**config.mk**
```make
export PLATFORM = sky130hd
export DESIGN_NAME = sound_sequencer_flat
export DESIGN_NICKNAME = d
export VERILOG_FILES = /design/src/rtl/sound_sequencer_if.sv /design/src/rtl/sound_sequencer.sv /design/src/flat_wrapper.sv
export SDC_FILE = /design/constraint.sdc
export NUM_CORES = 1
export LEC_CHECK = 0
export ABC_AREA = 1
export CORE_AREA = 10 10 81 83
export CTS_BUF_LIST = sky130_fd_sc_hd__clkbuf_8 sky130_fd_sc_hd__clkbuf_16
export CTS_CLUSTER_SIZE = 24
export DETAILED_ROUTE_END_ITERATION = 10
export DIE_AREA = 0 0 91 93
export PLACE_DENSITY = 0.78
export SLEW_MARGIN = 5
export SYNTH_ARGS = -nofsm -noshare
export SYNTH_HDL_FRONTEND = slang
export SYNTH_SLANG_ARGS = --single-unit
```
**constraint.sdc**
```tcl
create_clock -name clk -period 4.4 [get_ports clk]
set_input_delay 0.88 -clock clk [delete_from_list [all_inputs] [get_ports clk]]
set_output_delay 0.88 -clock clk [all_outputs]
set_load 0.02 [all_outputs]
```
**src/rtl/sound_sequencer_if.sv**
```systemverilog
// Request/tone bundle between game logic (master) and the sound sequencer (slave).
interface sound_sequencer_if;
    logic [3:0] req;
    logic [3:0] tone;
    logic       tone_en;
    logic       busy;
    logic [1:0] active_id;
    logic       done;

    modport master (output req, input tone, tone_en, busy, active_id, done);
    modport slave  (input req, output tone, tone_en, busy, active_id, done);
endinterface

```
**src/rtl/sound_sequencer.sv**
```systemverilog
// Shares one tone generator between four sound effects: fixed-priority arbitration
// with preemption, each effect stepped out of a note ROM with per-note durations.
module sound_sequencer #(
    parameter int unsigned TICK_DIV = 315000
) (
    input  logic             clk,
    input  logic             resetN,
    sound_sequencer_if.slave snd
);
    typedef enum logic [1:0] {S_IDLE, S_LOAD, S_PLAY, S_DONE} state_t;

    typedef struct packed {
        logic [3:0] tone;
        logic [5:0] dur;
        logic       last;
    } step_t;

    localparam int            TW        = 20;
    localparam logic [TW-1:0] TICK_LAST = TW'(TICK_DIV - 1);

    state_t        state_q, state_d;
    logic [3:0]    pending_q;
    logic [1:0]    active_id_q;
    logic [2:0]    step_q;
    logic [TW-1:0] tick_q;
    logic [5:0]    dur_cnt_q;
    logic          last_q;
    logic [3:0]    tone_q;
    logic          tone_en_q;

    step_t         rom;
    logic [1:0]    pick_id;
    logic          any_pending;
    logic          preempt;
    logic          launch;
    logic          tick_wrap;
    logic          note_end;
    logic [3:0]    launch_mask;

    always_comb begin : step_rom
        // NOTE: a default before the case keeps this purely combinational (no latch).
        rom = '{tone: 4'd0, dur: 6'd1, last: 1'b1};
        case ({active_id_q, step_q})
            5'b00_000: rom = '{tone: 4'd12, dur: 6'd2,  last: 1'b0};
            5'b00_001: rom = '{tone: 4'd9,  dur: 6'd2,  last: 1'b0};
            5'b00_010: rom = '{tone: 4'd4,  dur: 6'd2,  last: 1'b1};
            5'b01_000: rom = '{tone: 4'd0,  dur: 6'd4,  last: 1'b0};
            5'b01_001: rom = '{tone: 4'd2,  dur: 6'd4,  last: 1'b1};
            5'b10_000: rom = '{tone: 4'd9,  dur: 6'd6,  last: 1'b0};
            5'b10_001: rom = '{tone: 4'd7,  dur: 6'd6,  last: 1'b0};
            5'b10_010: rom = '{tone: 4'd5,  dur: 6'd6,  last: 1'b0};
            5'b10_011: rom = '{tone: 4'd4,  dur: 6'd6,  last: 1'b0};
            5'b10_100: rom = '{tone: 4'd2,  dur: 6'd6,  last: 1'b0};
            5'b10_101: rom = '{tone: 4'd0,  dur: 6'd12, last: 1'b1};
            5'b11_000: rom = '{tone: 4'd12, dur: 6'd3,  last: 1'b0};
            5'b11_001: rom = '{tone: 4'd15, dur: 6'd3,  last: 1'b0};
            5'b11_010: rom = '{tone: 4'd12, dur: 6'd3,  last: 1'b0};
            5'b11_011: rom = '{tone: 4'd15, dur: 6'd3,  last: 1'b1};
            default:   ;
        endcase
    end

    // Highest pending id wins; only a strictly higher id may interrupt a sound.
    always_comb begin : arbiter
        pick_id = 2'd0;
        for (int i = 0; i < 4; i++) begin
            if (pending_q[i]) pick_id = 2'(i);
        end
    end

    assign any_pending = |pending_q;
    assign preempt     = (state_q == S_LOAD || state_q == S_PLAY) && (pick_id > active_id_q);
    assign launch      = (state_q == S_IDLE && any_pending) || preempt;
    assign launch_mask = launch ? (4'b0001 << pick_id) : 4'b0000;
    assign tick_wrap   = (tick_q == TICK_LAST);
    assign note_end    = (state_q == S_PLAY) && tick_wrap && (dur_cnt_q == 6'd1);

    always_ff @(posedge clk or negedge resetN) begin : state_reg
        if (!resetN) state_q <= S_IDLE;
        else         state_q <= state_d;
    end

    always_comb begin : next_state
        state_d = state_q;
        case (state_q)
            S_IDLE: if (any_pending) state_d = S_LOAD;
            S_LOAD: state_d = preempt ? S_LOAD : S_PLAY;
            S_PLAY: begin
                if (preempt)       state_d = S_LOAD;
                else if (note_end) state_d = last_q ? S_DONE : S_LOAD;
            end
            S_DONE: state_d = S_IDLE;
            default: state_d = S_IDLE;
        endcase
    end

    always_ff @(posedge clk or negedge resetN) begin : datapath
        if (!resetN) begin
            pending_q   <= 4'b0000;
            active_id_q <= 2'd0;
            step_q      <= 3'd0;
            tick_q      <= '0;
            dur_cnt_q   <= 6'd0;
            last_q      <= 1'b0;
            tone_q      <= 4'd0;
            tone_en_q   <= 1'b0;
        end else begin
            // NOTE: non-blocking so every register here samples pre-edge values together.
            pending_q <= (pending_q & ~launch_mask) | snd.req;

            if (launch) begin
                active_id_q <= pick_id;
                step_q      <= 3'd0;
            end else if (note_end && !last_q) begin
                step_q <= step_q + 3'd1;
            end

            if (state_q == S_LOAD && !preempt) begin
                tone_q    <= rom.tone;
                tone_en_q <= 1'b1;
                dur_cnt_q <= (rom.dur == 6'd0) ? 6'd1 : rom.dur;
                tick_q    <= '0;
                last_q    <= rom.last;
            end else if (state_q == S_PLAY && !preempt) begin
                tick_q <= tick_wrap ? '0 : tick_q + TW'(1);
                if (tick_wrap)          dur_cnt_q <= dur_cnt_q - 6'd1;
                if (note_end && last_q) tone_en_q <= 1'b0;
            end
        end
    end

    always_comb begin : outputs
        snd.tone      = tone_q;
        snd.tone_en   = tone_en_q;
        snd.active_id = active_id_q;
        snd.busy      = (state_q != S_IDLE);
        snd.done      = (state_q == S_DONE);
    end
endmodule
```
**src/flat_wrapper.sv**
```systemverilog
// flat-port wrapper written by rule: the top's interface ports become plain ports
module sound_sequencer_flat 
#(
    parameter int unsigned TICK_DIV = 315000
)
  (clk, resetN, snd_req, snd_tone, snd_tone_en, snd_busy, snd_active_id, snd_done);
  sound_sequencer_if snd_i ();
  input  logic clk;
  input  logic resetN;
  input wire logic [$bits(snd_i.req)-1:0] snd_req;
  output wire logic [$bits(snd_i.tone)-1:0] snd_tone;
  output wire logic [$bits(snd_i.tone_en)-1:0] snd_tone_en;
  output wire logic [$bits(snd_i.busy)-1:0] snd_busy;
  output wire logic [$bits(snd_i.active_id)-1:0] snd_active_id;
  output wire logic [$bits(snd_i.done)-1:0] snd_done;
  assign snd_i.req = snd_req;
  assign snd_tone = snd_i.tone;
  assign snd_tone_en = snd_i.tone_en;
  assign snd_busy = snd_i.busy;
  assign snd_active_id = snd_i.active_id;
  assign snd_done = snd_i.done;
  sound_sequencer #(.TICK_DIV(TICK_DIV)) u_core (.clk(clk), .resetN(resetN), .snd(snd_i));
endmodule
```
==> results.md <==
Synth:
- The count of warnings emitted by yosys is 0.
- The number of standard cells after synthesis is 414.
- The synthesized area is 2898 um2.
- The part of the Yosys area used for sequential elements is 37.13%.
- The post-synthesis sequential element count is 43.
- The number of nets in the synthesized netlist is 434.
- The average cell area after synthesis is 6.999 um2.
- The count of different cell masters after synthesis is 33.

CTS:
- The count of buffers added by post-CTS timing repair for setup is 0.
- The count of cells resized by post-cts repair is 0.
- The number of H-tree levels is 2.
- After clock tree synthesis, the flow added hold-fix buffers numbering 0.
- After clock tree synthesis, the clock-pin slew on the worst setup and hold paths is 0.08 ns.
- The clock tree from TritonCTS is yes.
- At the later pin of the worst-skew pair, clock insertion delay measures 0.30 ns.
- The tree built by TritonCTS fans out to 43 sinks.
- The clock tree root buffer cell is clkbuf_8.
- TritonCTS created 5 clock buffers.
- In this run the deepest clock path goes through 2 buffers.

Final layout:
- In the layout the commonest cells are nand2_1, nor2_1, inv_1, dfrtp_1, nand3_1.
- The layout has 468 filler cells.
- The antenna diode count is 0.
- The share of cells above drive strength 1 is 6.512%.
- At the end of the flow the core is filled with cells to 63.16%.
- The sequential cells in the finished layout cover a total of 1076 um2.
- After the last flow step, the layout net total stands at 449.
- From synthesis to final layout, the design area changed by 9.197%.
- The library cell used most frequently in the layout, excluding fill and tap cells, is nand2_1.
- The area used by multi-input combinational logic is 1580 um2.

Floorplanning:
- Measured along the x axis, the die boundary spans 91 um.
- For this design the top-level I/O count stands at 15.
- The die is 93 um tall.
- The core region is 5010 um2.
- The initial cell density of the core is 57.84%.
- The full die area is 8463 um2.
- The floorplan has 26 rows.

Power and ir drop:
- The total power density per cell area is 570.7 nW/um2.
- Across the VDD grid, the largest voltage drop is 412.6 uV.
- For this design the static power due to leakage is 0.001514 uW.

STA:
- The worst-case headroom to the max-slew limit is 36.02%.
- The final count of hold timing violations is 0.
- Setup repair after global routing left no endpoint under its margin.
- The count of endpoints failing setup in the final report is 0.
- The clock tree skew after final layout is 0.005738 ns.
- The final period demand of the worst path is 2.935 ns.
- The number of slew-limit violations in the final report came to 0.
- The final critical path takes up 66.71% of the cycle.
- The peak clock frequency supported by timing is 340.7 MHz.
- The actual transition at the worst max-transition pin is 0.9597 ns.
- In the final timing run, aggregate negative setup slack is 0 ns.
- Across all hold checks on the routed design, the worst slack comes to 0.4907 ns.

Global route:
- The number of global-route vias before repair came to 2605.
- The maximum number of pins on one net before global-route repair is 44.
- The first global-routing pass estimated 11190 um of wire.
- The overall overflow remaining after global route is 0.
- The total routing usage reported by global routing is 15.63%.
- The initial antenna violation count came to 0.

Worst hold path:
- The number of cells on the worst hold path is 2.
- The worst hold path begins at u_core.snd.tone[3]$_DFFE_PN0N_.
- The path with the worst hold slack has its endpoint at u_core.snd.tone[3]$_DFFE_PN0N_.
- In this run the worst hold path is classified as reg -> reg.

Setup path:
- The worst-case reg-to-reg path depth is 11.
- The worst flop-to-flop path endpoint is u_core.dur_cnt_q[4]$_DFFE_PN0P_.
- Of all nets on the critical path, the largest fanout is 23.
- The internal reg-to-reg setup slack is 1.46 ns.
- The source of the worst register-to-register timing path is u_core.pending_q[3]$_DFF_PN0_.
- The required time of the critical path is 4.58 ns.
- Tracing the worst setup path back leads to its startpoint at u_core.pending_q[3]$_DFF_PN0_.
- For this design, the slowest cell found on the critical path is nand2_1.
- The dominant delay contributor by cell family on the critical path is simple AND/OR/NAND/NOR gates.
- The worst setup path is launched from a flip-flop.
- Traced cell by cell, the critical path runs through nor2_1, inv_1, ha_1, a21oi_2, nand2_2, nand2_2, nand2_1, nand2_4, inv_4, nand2_1, o21ai_1.
- The number of buffer and inverter stages on the critical path is 2.
- The category of the worst setup path capture point is a flip-flop.
- The peak per-stage delay on the critical path is 0.54 ns.
- The setup path with the least slack is of type reg -> reg.
- At the worst endpoint, the arrival time is 3.12 ns.
- The logic depth of the worst setup path including buffers is 11.

Place:
- After legalization and detailed placement, the total HPWL measured 4935 um.
- The count of buffers inserted at the top-level ports is 14.
- Routability-driven placement finished with a final weighted congestion of 0.9740.

Routing:
- After detailed routing, the met3 layer carries 504 um of wire.
- The residual antenna-violating net count after detailed routing is 0.
- Using the TritonRoute via totals, the vias-per-cell ratio works out to 5.522.
- In this run, the number of DRC markers left after iteration 0 of detailed routing was 195.
- The sum of routed wire length over all layers is 6626 um.
- The total routed wire length on the met1 layer is 2919 um.
- The via count is 2761.
- The length of routed met2 wiring is 3043 um.
- The uppermost layer routed is met4.
- The first-pass iteration count of the detailed router is 5.
- The final routed DRC violation total is 0.
- The routed wire length per instance is 13.25 um.

Flow run:
- Across the run, the number of max-cap violations was 0.

Run status:
- The flow ran to the end, and the final reports show no timing, DRC or antenna violations.
## Yosys cell counts (all sizes together)
library cell / n / share of area [%]
clkinv: 1 / 0.13
o21ai: 27 / 4.8
clkbuf: 2 / 0.26
a21oi: 7 / 1.3
nand4: 19 / 4.1
dfrtp: 43 / 37
nor3: 11 / 1.9
ha: 14 / 6.0
nand3: 32 / 6.2
inv: 50 / 6.6
a31o: 1 / 0.30
o2111ai: 1 / 0.30
or2: 1 / 0.22
a31oi: 2 / 0.43
nand2: 117 / 16
and3: 1 / 0.22
xnor2: 1 / 0.30
xor2: 6 / 1.8
o21bai: 4 / 1.0
nor2: 68 / 9.4
o211ai: 1 / 0.26
buf: 5 / 1.4
## flip-flops by register name, indices dropped and copies added (netlist names)
| signal | cells |
|---|---|
| u_core.dur_cnt_q | 6 |
| u_core.pending_q | 4 |
| u_core.snd.active_id | 2 |
| u_core.step_q | 3 |
| u_core.snd.tone_en | 1 |
| u_core.snd.tone | 4 |
| u_core.last_q | 1 |
| u_core.state_q | 2 |
| u_core.tick_q | 20 |
## final cells by class
cell class | count | area share [%]
clock buffers | 5 | 2.175
flip-flops and latches | 43 | 34.01
well taps | 70 | 2.768
multi-input cells | 313 | 49.94
repair buffers | 15 | 4.508
inverters | 51 | 6.129
clock inverters | 3 | 0.4745
## cells by family after synthesis
| family | synth area share [%] |
|---|---|
| buffers and inverters | 8.333 |
| AO/OA/AOI/OAI | 8.463 |
| adder cells (fa/ha/maj) | 6.045 |
| flip-flops | 37.13 |
| AND/OR/NAND/NOR | 37.91 |
| XOR/XNOR | 2.116 |
## routing by layer
layer / vias to the layer above / track usage (%)
met4: 0 / 6.005
met5: - / 0
met2: 110 / 26.13
li1: 1367 / -
met3: 23 / 3.118
met1: 1261 / 19.52
## worst max path at each step
stage,end,slack [ns]
global placement,u_core.dur_cnt_q[3]$_DFFE_PN0P_,1.70
detailed placement,u_core.dur_cnt_q[3]$_DFFE_PN0P_,1.55
CTS,u_core.dur_cnt_q[3]$_DFFE_PN0P_,1.53
floorplan,u_core.tick_q[5]$_DFFE_PN0P_,2.25
global route,u_core.dur_cnt_q[3]$_DFFE_PN0P_,1.25
finish,u_core.dur_cnt_q[4]$_DFFE_PN0P_,1.46
## power by group
group / internal, uW / total, uW / switching, uW
registers: 485 / 573 / 88.3
logic: 315 / 987 / 672
clock network: 109 / 245 / 137
total: 909 / 1810 / 897
## metrics by stage
step	total power, uW	worst slack [ns]	instances	area (um2)
4_1_cts	1807	1.533	500	3164
5_1_grt	1953	1.246	500	3164
3_3_place_gp	1518	1.696	492	3080
2_1_floorplan	1329	2.249	414	2898
3_5_place_dp	1556	1.553	492	3080
6_report	1806	1.465	500	3164
## tightest hold or removal path, delay by kind of cell, from the launching register on
kind | cells | cell delay (ns)
flops | 1 | 0.35
simple gates | 1 | 0.05
compound gates | 1 | 0.06
Power figures use the tool's default switching activity.
